### config.mk
export PLATFORM = sky130hd
export DESIGN_NAME = inst_loader
export DESIGN_NICKNAME = d
export VERILOG_FILES = /design/src/rtl/inst_loader.sv
export SDC_FILE = /design/constraint.sdc
export NUM_CORES = 1
export LEC_CHECK = 0
export BUFFER_PORTS_ARGS = -buffer_cell sky130_fd_sc_hd__clkbuf_2
export CAP_MARGIN = 5
export CORE_MARGIN = 2
export CORE_UTILIZATION = 53
export CTS_BUF_LIST = sky130_fd_sc_hd__clkbuf_8
export DETAILED_ROUTE_END_ITERATION = 7
export PLACE_DENSITY = 0.78
export SYNTH_ARGS = -nofsm -noshare
export SYNTH_HDL_FRONTEND = slang
export SYNTH_SLANG_ARGS = --single-unit
export TNS_END_PERCENT = 50
### constraint.sdc
create_clock -name clk_i -period 3.6 [get_ports clk_i]
set_input_delay 0.36 -clock clk_i [delete_from_list [all_inputs] [get_ports clk_i]]
set_output_delay 0.36 -clock clk_i [all_outputs]
set_load 0.02 [all_outputs]
### src/rtl/inst_loader.sv
// Boot-time program loader: turns a length-prefixed byte stream into 32-bit
// instruction memory writes and holds the core in reset until a clean load.
module inst_loader #(
  parameter int MEM_BYTES = 16384,
  parameter int TIMEOUT   = 1000000
) (
  input  logic        clk_i,
  input  logic        rst_i,
  input  logic        start_i,
  input  logic        byte_valid_i,
  input  logic [7:0]  byte_data_i,
  output logic        byte_ready_o,
  output logic        imem_wren_o,
  output logic [31:0] imem_addr_o,
  output logic [31:0] imem_wdata_o,
  output logic        cpu_rst_o,
  output logic        busy_o,
  output logic        done_o,
  output logic        err_o,
  output logic [15:0] words_o
);

  localparam int            MAX_WORDS = MEM_BYTES / 4;
  localparam int            IW        = $clog2(TIMEOUT + 1);
  localparam logic [IW-1:0] IDLE_LAST = IW'(TIMEOUT - 1);
  localparam logic [16:0]   MAX_LEN   = 17'(MAX_WORDS);

  typedef enum logic [1:0] {LEN_LO, LEN_HI, DATA, DONE} state_t;

  state_t        state;
  logic [15:0]   len;
  logic [1:0]    byte_cnt;
  logic [23:0]   partial;
  logic [IW-1:0] idle;

  logic        accept;
  logic        in_frame;
  logic        frame_end;
  logic        finish_ok;
  logic        finish_err;
  logic [15:0] hdr_len;

  assign accept    = byte_valid_i && byte_ready_o;
  assign in_frame  = (state == LEN_HI) || (state == DATA);
  assign frame_end = (state == DATA) && (words_o == len);
  assign hdr_len   = {byte_data_i, len[7:0]};

  // A completed frame wins over a timeout that expires in the same cycle.
  assign finish_ok  = frame_end ||
                      ((state == LEN_HI) && accept && (hdr_len == 16'd0));
  assign finish_err = !frame_end &&
                      (((state == LEN_HI) && accept && ({1'b0, hdr_len} > MAX_LEN)) ||
                       (in_frame && !accept && (idle == IDLE_LAST)));

  always_ff @(posedge clk_i or posedge rst_i) begin
    if (rst_i) begin
      state        <= LEN_LO;
      len          <= '0;
      byte_cnt     <= '0;
      partial      <= '0;
      idle         <= '0;
      byte_ready_o <= 1'b1;
      imem_wren_o  <= 1'b0;
      imem_addr_o  <= '0;
      imem_wdata_o <= '0;
      cpu_rst_o    <= 1'b1;
      busy_o       <= 1'b0;
      done_o       <= 1'b0;
      err_o        <= 1'b0;
      words_o      <= '0;
    end else begin
      imem_wren_o <= 1'b0;
      if (in_frame) begin
        idle <= accept ? '0 : idle + IW'(1);
      end
      case (state)
        LEN_LO: begin
          if (accept) begin
            len[7:0] <= byte_data_i;
            idle     <= '0;
            busy_o   <= 1'b1;
            state    <= LEN_HI;
          end
        end
        LEN_HI: begin
          if (accept) begin
            len[15:8] <= byte_data_i;
            state     <= DATA;
          end
        end
        DATA: begin
          if (accept && !frame_end) begin
            byte_cnt <= byte_cnt + 2'd1;
            case (byte_cnt)
              2'd0: partial[7:0]   <= byte_data_i;
              2'd1: partial[15:8]  <= byte_data_i;
              2'd2: partial[23:16] <= byte_data_i;
              default: begin
                imem_wren_o  <= 1'b1;
                imem_addr_o  <= {14'd0, words_o, 2'b00};
                imem_wdata_o <= {byte_data_i, partial};
                words_o      <= words_o + 16'd1;
              end
            endcase
          end
        end
        DONE: begin
          if (start_i) begin
            state        <= LEN_LO;
            err_o        <= 1'b0;
            words_o      <= '0;
            byte_cnt     <= '0;
            idle         <= '0;
            cpu_rst_o    <= 1'b1;
            done_o       <= 1'b0;
            byte_ready_o <= 1'b1;
          end
        end
      endcase
      // Shared exit into DONE; overrides whatever the case above scheduled.
      if (finish_ok || finish_err) begin
        state        <= DONE;
        busy_o       <= 1'b0;
        done_o       <= 1'b1;
        byte_ready_o <= 1'b0;
        err_o        <= finish_err;
        cpu_rst_o    <= finish_err;
      end
    end
  end

endmodule
==> flow_metrics.env, run 1 <==
export IMPL_path_cells="inv_1 -> ha_1 -> a21bo_1 -> buf_4 -> nor2_1 -> nand4_1 -> o21ai_0 -> nor3_1 -> o211ai_1"
export IMPL_grt_pass1_wl_mm=22.5
export IMPL_max_slew_margin=0.326
export IMPL_synth_edff_count=0
export IMPL_antenna_found_initial=0
export IMPL_intPower_uw=2980
export IMPL_slew_viol_final=0
export IMPL_row_count=39
export IMPL_ys_flop_type="dfrtp_1"
export IMPL_crit_arrival_ns=2.92
export IMPL_startpoint_type="flip-flop"
export IMPL_maxCapViolCount=0
export IMPL_cpPeakStageDelay_ns=0.52
export IMPL_grt_ovfl_total=0
export IMPL_grt_max_degree=69
export IMPL_syn_area_sq_um=6260
export IMPL_yosysTopAreaCell="dfrtp_1"
export IMPL_switchingPower_uw=1480
export IMPL_tightestPinTransition_ns=1.01
export IMPL_cts_hold_buffers=0
export IMPL_die_x_um=113
export IMPL_ys_async_sr_fraction=1.00
export IMPL_post_cts_buffers=0
export IMPL_htree_levels=4
export IMPL_placedInstanceArea_sq_um=6710
export IMPL_ys_ff_latch=134
export IMPL_p_seq_frac=0.452
export IMPL_fp_dieH_um=113
export IMPL_nets=627
export IMPL_start_util=0.546
export IMPL_yosysWarningCount=0
export IMPL_io_pins=98
export IMPL_clockPowerShare=0.276
export IMPL_ys_seq_area_frac=0.536
export IMPL_leakagePower_uw=0.00360
export IMPL_synth_cell_types=51
export IMPL_rsz0062_at_grt="no"
export IMPL_core_area_sq_um=11500
export IMPL_path_max_fanout=24
export IMPL_cts_tree="yes"
export IMPL_p_comb_frac=0.272
export IMPL_antenna_cells=0
export IMPL_wl_per_cell_um=17.7
export IMPL_globalRouteTotalUtil=0.222
export IMPL_drt_vias_per_instance=5.82
export IMPL_avgSynthCellArea_sq_um=12.0
export IMPL_grt_pass1_vias=4371
export IMPL_place_congestion=0.843
export IMPL_crit_path_end_kind="flip-flop"
export IMPL_drive_above_1_share=0.354
export IMPL_cts_buffer_depth=2
export IMPL_syn_inst=520
export IMPL_synth_top_area_share=0.528
export IMPL_final_cells=759
export IMPL_finalCritPeriodShare=0.739
export IMPL_final_hold_violation_count=0
export IMPL_totalWireLength_mm=13.4
export IMPL_dp_cells=729
export IMPL_setup_tns_ns=0
export IMPL_clock_latency_ns=0.42
export IMPL_crit_required_ns=3.86
export IMPL_setup_viol=0
export IMPL_drc=0
export IMPL_slowest_stage="nor3_1"
export IMPL_sw_frac_of_total=0.332
export IMPL_hp_class="in -> async"
export IMPL_initialDrtViolationCount=267
export IMPL_status="finished clean"
export IMPL_worstSetupPathType="reg -> reg"
export IMPL_cts_root_buf="clkbuf_8"
export IMPL_cts_sinks=134
export IMPL_clkTransAtPathRegs_ns=0.07
export IMPL_peakVddDrop_mv=0.427
export IMPL_io_buffers=81
export IMPL_die_area_sq_um=12700
export IMPL_period_needed_ns=2.66
export IMPL_skew_ns=0.00689
export IMPL_cts_buffers=17
export IMPL_vias=4419
export IMPL_fmaxAchievable_ghz=0.376
export IMPL_fin_util=0.619
export IMPL_area_delta_synth_final_pct=13.5
export IMPL_ant_nets=0
export IMPL_dp_hpwl_mm=9.09
export IMPL_post_cts_resized=0
export IMPL_final_area_sq_um=7100
export IMPL_synth_area_leaders="dfrtp_1, mux2_2, o21ai_0, xor2_1, buf_4"
export IMPL_dr_pass1_iters=5
export IMPL_power_density_nw_per_um2=628
synthesized netlist by cell type, drive strengths merged, types with 2 or more instances:
| master | count |
|---|---|
| a211o | 4 |
| a21oi | 4 |
| a221o | 12 |
| a22o | 3 |
| a31oi | 6 |
| and2 | 3 |
| and3 | 8 |
| and3b | 8 |
| and4 | 3 |
| buf | 28 |
| clkbuf | 7 |
| dfrtp | 132 |
| dfstp | 2 |
| ha | 10 |
| inv | 9 |
| mux2 | 90 |
| nand2 | 31 |
| nand3 | 14 |
| nand4 | 9 |
| nor2 | 31 |
| nor2b | 6 |
| nor3 | 13 |
| nor3b | 7 |
| nor4 | 11 |
| nor4b | 2 |
| o21ai | 32 |
| o22ai | 2 |
| o31ai | 3 |
| xor2 | 15 |
cell type report:
type / instances / area [sq um]
clock buffers: 21 / 289
well taps: 143 / 179
inverters: 9 / 37.5
fillers: 871 / 4360
flip-flops and latches: 134 / 3360
clock inverters: 9 / 103
multi-input cells: 357 / 2680
repair buffers: 86 / 455
sequential cells by signal, indices dropped and copies added (netlist names), 2 cells and up:
name and cells:
byte_cnt 2, imem_addr_o 16, words_o 16, partial 24, len 16, imem_wdata_o 32, state 2, idle 20
per-stage QoR:
step	power, uW	setup WS [ns]	hold WS [ns]
6_report	4460	0.939	0.0837
5_1_grt	4700	0.816	0.130
4_1_cts	4470	0.979	0.0884
3_5_place_dp	3230	1.00	0.480
3_3_place_gp	3150	1.11	0.468
2_1_floorplan	2920	1.47	0.451
cells by family (layout without fill, tap and decap cells):
| kind of cell | after synthesis | count (layout) | share of synthesized area |
|---|---|---|---|
| compound gates | 73 | 73 | 0.0802 |
| xor+xnor | 16 | 16 | 0.0224 |
| fa+ha+maj | 10 | 10 | 0.0200 |
| buf+inv | 44 | 125 | 0.0438 |
| flops | 134 | 134 | 0.536 |
| mux | 90 | 90 | 0.162 |
| other cells | 1 | 16 | 0.000599 |
| simple gates | 152 | 152 | 0.135 |
path summary, 6_finish.rpt:
kind	start	endpoint	slack [ns]	cells after the start
max in group asynchronous	rst_i	imem_wdata_o[4]	2.67	3
worst max register to register	state[0]	state[0]	0.94	9
worst min register to register	idle[19]	idle[19]	0.49	1
min in group clk_i	start_i	byte_ready_o	0.23	3
worst min-delay path	rst_i	idle[4]	0.08	2
worst max-delay path	state[0]	state[0]	0.94	9
routing by layer:
layer  track usage  up-vias  part of all wire
li1              -     2027                 -
met1         0.305     2215              0.43
met2         0.353      162              0.50
met3        0.0610       15             0.054
met4        0.0577        0             0.010
met5             0        -                 0
placed cells by master, fill, tap and decap left out, types with 4 or more instances in the layout:
cell      instances
a211o_1           4
a21oi_1           4
a221o_1          12
a31oi_1           6
and3_1            8
and3b_1           8
buf_4             4
clkbuf_2         81
clkbuf_8         21
conb_1           16
dfrtp_1         132
ha_1             10
inv_1             9
mux2_2           90
nand2_1          31
nand3_1          14
nand4_1           9
nor2_1           30
nor2b_1           5
nor3_1           10
nor3b_1           7
nor4_1           10
o21ai_0          32
xor2_1           15
worst max-delay path: cells and delay by family, from the launching register on:
kind                       cells  cell delay [ns]
and+or+nand+nor                3             0.72
AOI/OAI and AO/OA              3             0.62
DFF                            1             0.41
adders and majority gates      1             0.39
buffers and inverters          2             0.34
power groups by stage:
stage          combinational, uW  clock (uW)  sequential (uW)
2_1_floorplan                899           0             2020
3_3_place_gp                1130           0             2020
3_5_place_dp                1190           0             2040
4_1_cts                     1200        1250             2010
5_1_grt                     1340        1320             2050
6_report                    1210        1230             2020
Note: power is estimated with default switching activity, not from simulation.
==> run 2: changes to the inputs <==
- clock period: 3.6 -> 2.35 ns (I/O delays scaled with it)
==> run 2 against run 1 <==
First-iteration DRC count fell by 3.7%. Via count rose by 1.6%. Die area did not move. Largest power group unchanged. Critical path depth fell by 3. Highest routed layer unchanged. Total power rose by 52%.
==> flow_metrics.env, run 2 (same netlist as run 1, synthesis figures left out) <==
export IMPL_status="finished clean"
export IMPL_top_layer="met4"
export IMPL_min_from="start_i"
export IMPL_post_cts_buffers=0
export IMPL_fmaxAchievable_ghz=0.455
export IMPL_slowest_stage="dfrtp_1"
export IMPL_crit_path_end_kind="flip-flop"
export IMPL_area_delta_synth_final_pct=16.1
export IMPL_cts_root_buf="clkbuf_8"
export IMPL_p_seq_frac=0.453
export IMPL_antenna_cells=0
export IMPL_hold_end="byte_ready_o"
export IMPL_layout_commonest_cell="dfrtp_1"
export IMPL_initialDrtViolationCount=257
export IMPL_start_util=0.546
export IMPL_sw_frac_of_total=0.339
export IMPL_io_pins=98
export IMPL_path_max_fanout=31
export IMPL_cts_buffer_depth=2
export IMPL_wl_met3_um=616
export IMPL_power_density_nw_per_um2=934
export IMPL_dr_pass1_iters=5
export IMPL_r2r_end="imem_wdata_o[29]"
export IMPL_place_congestion=0.851
export IMPL_cts_buffers=17
export IMPL_nets=652
export IMPL_startpoint_type="flip-flop"
export IMPL_worstSetupPathType="reg -> reg"
export IMPL_mostFrequentLayoutCells="dfrtp_1, mux2_2, clkbuf_2, o21ai_0, nand2_1"
export IMPL_drive_above_1_share=0.374
export IMPL_period_needed_ns=2.20
export IMPL_fp_dieH_um=113
export IMPL_core_area_sq_um=11500
export IMPL_reg2reg_slack_ns=0.15
export IMPL_peakVddDrop_mv=0.569
export IMPL_top_register="imem_wdata_o"
export IMPL_min_delay_path_depth=3
export IMPL_clock_latency_ns=0.45
export IMPL_p_comb_frac=0.292
export IMPL_io_buffers=81
export IMPL_intPower_uw=4480
export IMPL_vias=4488
export IMPL_drc=0
export IMPL_globalRouteTotalUtil=0.232
export IMPL_finalCritPeriodShare=0.934
export IMPL_path_cells="inv_1 -> ha_1 -> and3_1 -> o21a_2 -> buf_6 -> mux2_2"
export IMPL_hp_class="in -> reg"
export IMPL_cpPeakStageDelay_ns=0.42
export IMPL_grt_pass1_vias=4587
export IMPL_r2r_cells=6
export IMPL_drt_met1_wl_mm=6.05
export IMPL_crit_arrival_ns=2.53
export IMPL_cts_tree="yes"
export IMPL_cts_sinks=134
export IMPL_rsz0062_at_grt="no"
export IMPL_maxCapViolCount=0
export IMPL_grt_max_degree=135
export IMPL_setup_tns_ns=0
export IMPL_die_x_um=113
export IMPL_clkTransAtPathRegs_ns=0.08
export IMPL_max_slew_margin=0.531
export IMPL_switchingPower_uw=2300
export IMPL_rr_startpoint="state[0]"
export IMPL_setup_viol=0
export IMPL_clockPowerShare=0.254
export IMPL_dp_hpwl_mm=9.65
export IMPL_largest_reg_flops=32
export IMPL_slew_viol_final=0
export IMPL_skew_ns=0.0121
export IMPL_drt_vias_per_instance=5.72
export IMPL_final_area_sq_um=7260
export IMPL_leakagePower_uw=0.00373
export IMPL_grt_pass1_wl_mm=23.0
export IMPL_placedInstanceArea_sq_um=6890
export IMPL_final_hold_violation_count=0
export IMPL_grt_ovfl_total=0
export IMPL_row_count=39
export IMPL_wl_met2_mm=6.92
export IMPL_hold_slack_ns=0.0928
export IMPL_tightestPinTransition_ns=0.704
export IMPL_ant_nets=0
export IMPL_top_regs="imem_wdata_o: 32 flops, partial: 24 flops, idle: 20 flops"
export IMPL_wl_per_cell_um=17.7
export IMPL_htree_levels=4
export IMPL_totalWireLength_mm=13.9
export IMPL_die_area_sq_um=12700
export IMPL_crit_required_ns=2.69
export IMPL_antenna_found_initial=0
==> run 2: worst max path at each step <==
stage / from / endpoint / slack, ns / depth (start not counted)
floorplan: words_o[9] / words_o[15] / 0.22 / 9
global placement: state[0] / imem_wdata_o[3] / 0.15 / 6
detailed placement: state[0] / imem_wdata_o[24] / 0.09 / 6
CTS: state[0] / imem_wdata_o[29] / 0.06 / 6
global route: state[0] / imem_wdata_o[0] / 0.02 / 6
finish: state[0] / imem_wdata_o[29] / 0.15 / 6
==> run 2: layer usage <==
metal  GRT usage  up-vias
met2       0.371      129
met1       0.307     2257
met3      0.0583       24
met5           0        -
met4      0.0894        0
li1            -     2078
==> run 2: power groups by stage <==
stage | clock network [uW] | logic [uW] | registers [uW]
floorplan | 0 | 1380 | 3100
global placement | 0 | 1890 | 3090
detailed placement | 0 | 1970 | 3120
CTS | 1760 | 1990 | 3070
global route | 1870 | 2210 | 3140
finish | 1730 | 1980 | 3080
==> run 2: final cells by class <==
class | instances | area, sq um
Fill cell | 872 | 4200
Sequential cell | 134 | 3360
Multi-Input combinational cell | 357 | 2690
Timing Repair Buffer | 111 | 649
Clock buffer | 19 | 262
Tap cell | 143 | 179
Clock inverter | 12 | 92.6
Inverter | 9 | 37.5
==> run 2: what timing repair did <==
action,4_1_cts,5_1_grt
gates resized for setup,0,2
endpoints found under the setup margin,0,32
hold buffers,1,0
hold endpoints to repair,9,0
==> run 2: critical path: cells and delay by family, from the launching register on <==
kind | cells | cell delay, ns
AND/OR/NAND/NOR | 1 | 0.19
flip-flops | 1 | 0.42
multiplexers | 1 | 0.39
AO/OA/AOI/OAI | 1 | 0.34
buffers and inverters | 2 | 0.44
adder cells (fa/ha/maj) | 1 | 0.28
==> run 2: per-stage QoR <==
stage	power (uW)	util	std cells	setup WS, ns
after global placement	4980	0.601	753	0.148
after detailed placement	5090	0.601	753	0.0857
final	6790	0.633	785	0.154
after CTS	6820	0.633	785	0.0644
after floorplan	4480	-	535	0.221
after global routing	7220	0.633	785	0.0209
